**src/rtl/mux8_pkg.sv**
```systemverilog
// Shared constants, state encoding and helpers for the 8-way mux scheduler.
package mux8_pkg;

  localparam int NUM_REQ = 8;
  localparam int SEL_W   = 3;

  // Scheduler states. The encoding 2'd3 is unused and recovers to ST_IDLE.
  typedef enum logic [1:0] {
    ST_IDLE = 2'd0,
    ST_XFER = 2'd1,
    ST_GAP  = 2'd2
  } sched_state_e;

  // Turn a requester index into its one-hot grant vector.
  function automatic logic [NUM_REQ-1:0] onehot8(input logic [SEL_W-1:0] idx);
    logic [NUM_REQ-1:0] v;
    v = '0;
    v[idx] = 1'b1;
    return v;
  endfunction

endpackage

```
**src/rtl/rr_pick8.sv**
```systemverilog
// Rotating-priority picker: returns the first set REQ bit searching upward
// from PTR and wrapping from 7 back to 0.
module rr_pick8
  import mux8_pkg::*;
(
  input  logic [NUM_REQ-1:0] REQ,
  input  logic [SEL_W-1:0]   PTR,
  output logic               ANY,
  output logic [SEL_W-1:0]   IDX
);

  logic [SEL_W-1:0] cand;

  // Scan offsets from farthest to nearest so the nearest hit to PTR wins last.
  always_comb begin
    ANY  = 1'b0;
    IDX  = '0;
    cand = '0;
    for (int i = NUM_REQ - 1; i >= 0; i--) begin
      cand = PTR + SEL_W'(i);
      if (REQ[cand]) begin
        ANY = 1'b1;
        IDX = cand;
      end
    end
  end

endmodule

```
**src/rtl/mux8_rr_sched.sv**
```systemverilog
// Round-robin scheduler for the shared 8:1 mux: grants one requester for a
// fixed burst, then inserts one idle gap before re-arbitrating.
//
// state   | meaning
// --------+------------------------------------------------------------
// IDLE    | no grant; arbitrate every cycle
// XFER    | burst active; GNT/SEL/VALID driven, counter tracks beats
// GAP     | one dead cycle after a burst; SEL held, arbitration runs
module mux8_rr_sched
  import mux8_pkg::*;
#(
  parameter int BURST_LEN = 8,
  parameter int CNT_W     = $clog2(BURST_LEN + 1)
) (
  input  logic               clk,
  input  logic               rst_n,
  input  logic [NUM_REQ-1:0] REQ,
  output logic [NUM_REQ-1:0] GNT,
  output logic [SEL_W-1:0]   SEL,
  output logic               VALID,
  output logic               LAST
);

  localparam logic [CNT_W-1:0] CNT_ONE  = CNT_W'(1);
  localparam logic [CNT_W-1:0] CNT_LAST = CNT_W'(BURST_LEN);

  sched_state_e       state_q, state_d;
  logic [NUM_REQ-1:0] gnt_q,   gnt_d;
  logic [SEL_W-1:0]   sel_q,   sel_d;
  logic               valid_q, valid_d;
  logic               last_q,  last_d;
  logic [SEL_W-1:0]   ptr_q,   ptr_d;
  logic [CNT_W-1:0]   cnt_q,   cnt_d;

  logic               pick_any;
  logic [SEL_W-1:0]   pick_idx;

  rr_pick8 u_pick (
    .REQ (REQ),
    .PTR (ptr_q),
    .ANY (pick_any),
    .IDX (pick_idx)
  );

  // Next-state and next-output computation; SEL and PTR hold unless a new
  // grant is issued so the mux select never glitches during GAP/IDLE.
  always_comb begin
    state_d = state_q;
    gnt_d   = gnt_q;
    sel_d   = sel_q;
    valid_d = valid_q;
    last_d  = last_q;
    ptr_d   = ptr_q;
    cnt_d   = cnt_q;

    case (state_q)
      ST_IDLE, ST_GAP: begin
        if (pick_any) begin
          state_d = ST_XFER;
          gnt_d   = onehot8(pick_idx);
          sel_d   = pick_idx;
          valid_d = 1'b1;
          cnt_d   = CNT_ONE;
          last_d  = (CNT_ONE == CNT_LAST);
          ptr_d   = pick_idx + SEL_W'(1);
        end else begin
          state_d = ST_IDLE;
          gnt_d   = '0;
          valid_d = 1'b0;
          last_d  = 1'b0;
        end
      end

      ST_XFER: begin
        // Burst ends after the LAST beat, or early if the owner drops REQ.
        if (!REQ[sel_q] || (cnt_q == CNT_LAST)) begin
          state_d = ST_GAP;
          gnt_d   = '0;
          valid_d = 1'b0;
          last_d  = 1'b0;
        end else begin
          cnt_d  = cnt_q + CNT_ONE;
          last_d = ((cnt_q + CNT_ONE) == CNT_LAST);
        end
      end

      default: begin
        state_d = ST_IDLE;
        gnt_d   = '0;
        valid_d = 1'b0;
        last_d  = 1'b0;
      end
    endcase
  end

  // State, pointer, counter and output registers.
  always_ff @(posedge clk or negedge rst_n) begin
    if (!rst_n) begin
      state_q <= ST_IDLE;
      gnt_q   <= '0;
      sel_q   <= '0;
      valid_q <= 1'b0;
      last_q  <= 1'b0;
      ptr_q   <= '0;
      cnt_q   <= '0;
    end else begin
      state_q <= state_d;
      gnt_q   <= gnt_d;
      sel_q   <= sel_d;
      valid_q <= valid_d;
      last_q  <= last_d;
      ptr_q   <= ptr_d;
      cnt_q   <= cnt_d;
    end
  end

  assign GNT   = gnt_q;
  assign SEL   = sel_q;
  assign VALID = valid_q;
  assign LAST  = last_q;

endmodule

```
**config.mk**
```make
export PLATFORM = sky130hd
export DESIGN_NAME = mux8_rr_sched
export DESIGN_NICKNAME = d
export VERILOG_FILES = /design/src/rtl/mux8_pkg.sv /design/src/rtl/rr_pick8.sv /design/src/rtl/mux8_rr_sched.sv
export SDC_FILE = /design/constraint.sdc
export NUM_CORES = 1
export LEC_CHECK = 0
export CELL_PAD_IN_SITES_DETAIL_PLACEMENT = 0
export CELL_PAD_IN_SITES_GLOBAL_PLACEMENT = 1
export CORE_MARGIN = 1
export CORE_UTILIZATION = 30
export DETAILED_ROUTE_END_ITERATION = 10
export PLACE_DENSITY = 0.56
export SYNTH_ARGS = -nofsm -noshare
export SYNTH_HDL_FRONTEND = slang
export SYNTH_SLANG_ARGS = --single-unit
```
**constraint.sdc**
```tcl
create_clock -name clk -period 7.5 [get_ports clk]
set_input_delay 1.125 -clock clk [delete_from_list [all_inputs] [get_ports clk]]
set_output_delay 1.125 -clock clk [all_outputs]
set_load 0.01 [all_outputs]
```
Word level (Yosys, flattened, before mapping)
Index checks and enable logic that the tools add are counted.
{ "totals": {"reg_bits": 22, "out_inout_bits": 13} }
{ "op_classes": {"add_sub_neg": 9, "order_cmp": 11, "n_eq_ne": 7, "n_mux": 50, "n_reduce_logical": 8} }
{ "op_table": {"columns": ["op", "n"], "rows": [
  ["$lt A3 B4 Y1 const B", 10],
  ["$bmux W1 S3", 9],
  ["$mux W3", 8],
  ["$mux W1", 23],
  ["$mux W8", 2],
  ["$pmux W8 S2", 1],
  ["$add A3 B3 Y3 const B", 4],
  ["$eq A4 B4 Y1 const B", 2],
  ["$mux W4", 2],
  ["$pmux W4 S2", 1],
  ["$add A3 B1 Y3 const B", 2],
  ["$add A3 B2 Y3 const B", 2],
  ["$ne A2 B2 Y1 const B", 3],
  ["$add A4 B1 Y4 const B", 1],
  ["$pmux W2 S2", 1],
  ["$demux W1 S3", 1],
  ["$ge A3 B1 Y1 const B", 1],
  ["$reduce_and A3 Y1", 1],
  ["$eq A2 B1 Y1 const B", 1],
  ["$eq A2 B2 Y1 const B", 1],
  ["$logic_not A2 Y1", 1],
  ["$mux W2", 1],
  ["$pmux W1 S2", 1],
  ["$reduce_and A2 Y1", 1],
  ["5 further kinds", 5]
]} }

Depth between registers and ports, before layout
{ "depth": {"word_depth": 17, "mapped_depth": 12} }

Modules after synthesis
From an unflattened synthesis, not the netlist that was laid out.
{ "hier_totals": {"cells_unflattened": 189, "hier_area_um2": 1834.3} }
{ "by_module_without_submodules": {"columns": ["mod", "instances", "cells_each", "area_per_inst_um2", "seq_area_each_um2"], "rows": [
  ["mux8_rr_sched", 1, 99, 1052.3, 525.5],
  ["rr_pick8", 1, 90, 782.0, 0.0]
]} }

Worst setup path before layout
Ideal clock, no wire load.
{ "synth_timing": {"path_kind": "input port to flip-flop", "start": "input port REQ[6]", "end": "register ptr_q[2]", "setup_ps": 125, "arrival_time_ps": 3176, "required_time_ps": 7375, "path_slack_ps": 4199, "path_stages": 8, "cell_sequence": "mux4_1 -> mux2_2 -> and3_1 -> o31a_1 -> a311oi_2 -> nor4_2 -> xnor2_1 -> mux2_2"} }
{ "synth_via": {"elab_chain_len": 11, "word_cells_on_any_way": 34} }
{ "synth_lines": {"columns": ["item", "line_no", "rtl"], "rows": [
  ["from (decl)", "mux8_rr_sched.sv:17", "input logic [NUM_REQ-1:0] REQ,"],
  ["$bmux W1 S3", "rr_pick8.sv:21", "if (REQ[cand]) begin"],
  ["$mux W1 (not written as such)", "rr_pick8.sv:21", null],
  ["$mux W3 / $mux W1 (equally long branches) (8 in a row)", "rr_pick8.sv:21", null],
  ["$add A3 B1 Y3 / $reduce_and A2 Y1 (equally long branches)", null, null],
  ["to (signal assigned)", "mux8_rr_sched.sv:112", "ptr_q <= ptr_d;"],
  ["to (decl)", "mux8_rr_sched.sv:32", "logic [SEL_W-1:0] ptr_q, ptr_d;"]
]} }
Several ways; a longest one is shown, not always the timed one. The select of a mux whose other input is x is not followed.
A chain may end at the register's enable or synchronous reset.

Worst setup path after layout
{ "layout_timing": {"start": "input port REQ[5]", "end": "register cnt_q[2]"} }
{ "layout_via": {"elab_chain_len": 12, "word_cells_on_any_way": 31} }
{ "layout_lines": {"columns": ["item", "line_no", "rtl"], "rows": [
  ["$bmux W1 S3", "rr_pick8.sv:21", null],
  ["$mux W1 (not written as such)", "rr_pick8.sv:21", null],
  ["$mux W1 (8 in a row)", "rr_pick8.sv:21", null],
  ["$ne A2 B2 Y1 (no line)", null, null],
  ["$reduce_and A3 Y1 (no line) *", null, null],
  ["to (signal assigned)", "mux8_rr_sched.sv:113", "cnt_q <= cnt_d;"],
  ["to (decl)", "mux8_rr_sched.sv:33", "logic [CNT_W-1:0] cnt_q, cnt_d;"]
]} }
Every way passes the cells marked *; elsewhere a longest branch is shown, timed or not. The select of a mux whose other input is x is not followed.

==> flow_summary.toml <==
[status]
status = "finished clean"

[synthesis]
synthFlopType = "dfrtp_1"
synth.distinct_cells = 44
ys_seq_elements = 21
yosys-top-cells-area = "dfrtp_1 30%, mux4_2 12%, mux2i_1 4.6%, o21ai_0 3.8%, nor2_1 3.7%"
seq_area_frac_synth = 0.3030
postSynth.asyncResetShare = 1.000
avgSynthCellArea_um2 = 10.20
synth_most_common_cell = "dfrtp_1"
syn_area_um2 = 1734
synth_top_area_cell = "dfrtp_1"
ys_warn_count = 0
synth_top_area_frac = 0.3030
synth_common_cells = "21 x dfrtp_1, 17 x nor2_1, 13 x o21ai_0"
synth_edf_count = 0
synthCells = 170
synth.net_count = 185

[setup_path]
cp.arrival_ps = 4140
critPathCaptureType = "register"
critPathCapture = "cnt_q[2]"
critical_path_class = "in2reg"
start_kind = "primary input"
required_ps = 7630
worstPathMaxFanout = 13
r2r-end = "ptr_q[2]"
reg2regPathDepth = 10
r2r-start = "ptr_q[0]"
reg2reg_slack_ps = 3760
crit_start = "REQ[5]"

[sta]
fmax_mhz = 249.7
worstMarginPinSlew_ps = 1022
skew_ps = 6.479
finalSetupTns_ps = 0
slew_violations = 0
fin_crit_sh = 0.5340
rsz0062_at_grt = "false"
min_period_ps = 4005
slew_headroom = 0.3157
layout_setup_ws_ps = 3495
timing.final.hold_violations = 0
setup_viol = 0

[placed_design]
place_inst = 258
gp_congestion = 0.7681
post-place-ws_ps = 3219
io_buffers = 22
hpwl_um = 3194

[clock_network]
cts_tree = "built"
postCtsResizedCells = 0
clkTransAtPathRegs_ps = 80
cts_sinks = 21
h-tree-depth = 1
hold_buffers = 0
max-clock-path-buffers = 2
cts_setup_buffers = 0
clk_latency_ps = 260
cts-root-buf = "clkbuf_8"
cts_inserted_buffers = 3

[drt]
detail_route.wirelength_um = 4146
vias = 1404
postRouteAntennaNets = 0
drc = 0
wl_per_cell_um = 15.82
vias_per_cell = 5.359
first_pass_iters = 4
drtIter0Drc = 77

[floorplan]
floorplan.initialDensity = 0.3130
core_area_um2 = 5540
die-area_um2 = 6089
die-height_um = 78.03
pin_count = 23
fp-row-count = 27
dieWidth_um = 78.03

[global_routing]
grt_pass1_vias = 1456
overflow = 0
grt_max_degree = 22
antenna_found_initial = 0
grt_pass1_wl_um = 7093
grt_usage = 0.1452

[final_layout]
syn_to_final_growth_pct = 18.69
final_nets = 206
n_fill_cell = 591
drive_gt1_frac = 0.1421
final_cells = 262
antenna_cells = 0

[hold_path]
hp-class = "reg2reg"

[run]
drv_cap = 0
## worst min-delay path by stage
| stage | slack [ps] | endpoint | cells after the start | startpoint |
|---|---|---|---|---|
| global placement | 470 | GNT[7] | 2 | GNT[7] |
| finish | 490 | GNT[5] | 2 | GNT[5] |
| global route | 520 | GNT[7] | 2 | GNT[7] |
| floorplan | 500 | cnt_q[2] | 1 | cnt_q[2] |
| CTS | 490 | GNT[5] | 2 | GNT[5] |
| detailed placement | 470 | GNT[5] | 2 | GNT[5] |
## cell usage in the layout (no fill, tap or decap), types with 2 or more instances in the layout
master	count
clkbuf_8	3
or2_1	2
nand2b_1	3
mux4_1	2
and2_1	2
dfrtp_1	21
mux2i_1	8
mux2_2	4
a32o_1	5
o21ai_0	13
and3_1	3
nor2b_1	2
nor3_1	5
o31ai_1	3
clkdlybuf4s50_1	22
nand2_1	10
xor2_1	2
inv_1	9
nor2_1	17
a21oi_1	6
xnor2_1	6
a22oi_1	3
a31oi_1	4
a211oi_1	2
ha_1	5
mux4_2	9
## area by class of cell
type / count / area, µm² / area share
multi-input combinational: 133 / 1135 / 0.5514
tap: 72 / 90.09 / 0.04377
clock buffer: 3 / 41.29 / 0.02006
clock inverter: 1 / 5.005 / 0.002432
timing repair buffer: 23 / 227.7 / 0.1106
inverter: 9 / 33.78 / 0.01641
sequential: 21 / 525.5 / 0.2553
## metrics by stage
| step | hold WS, ps | utilization | instance area [µm²] |
|---|---|---|---|
| 2_1_floorplan | 498.4 | - | 1734 |
| 3_3_place_gp | 466.2 | 0.3631 | 2012 |
| 3_5_place_dp | 469.8 | 0.3631 | 2012 |
| 4_1_cts | 489.0 | 0.3715 | 2058 |
| 5_1_grt | 515.6 | 0.3715 | 2058 |
| 6_report | 487.6 | 0.3715 | 2058 |
## flip-flops by register name (all words and copies together), names as in the netlist
signal   flops
GNT          8
LAST         1
SEL          3
VALID        1
cnt_q        4
ptr_q        3
state_q      1
## critical path, cell delays in order
cell             delay (ps)
clkdlybuf4s50_1         540
mux4_1                  410
nor2_1                   60
mux4_2                  500
and2_1                  200
a31oi_1                 740
nor2_1                  240
o21ai_0                 220
o21ai_0                 110
## layer usage
layer	vias up	share of wire	GRT usage
met1	704	0.46	0.1836
met3	5	0.016	0.01163
met5	-	0	0
met4	0	0.012	0.04444
li1	681	-	-
met2	14	0.52	0.2628
## cells by family after synthesis
group | count (synthesis) | share of synthesized area
and+or+nand+nor | 52 | 0.1558
AOI/OAI and AO/OA | 44 | 0.1941
muxes | 24 | 0.2280
DFF | 21 | 0.3030
buffers and inverters | 16 | 0.04256
xor gates and xnor gates | 8 | 0.04041
adders and majority gates | 5 | 0.03608
Power is left out: the tool's default activity adds up to more than one toggle a clock period on the data nets, which glitch-free logic cannot reach.
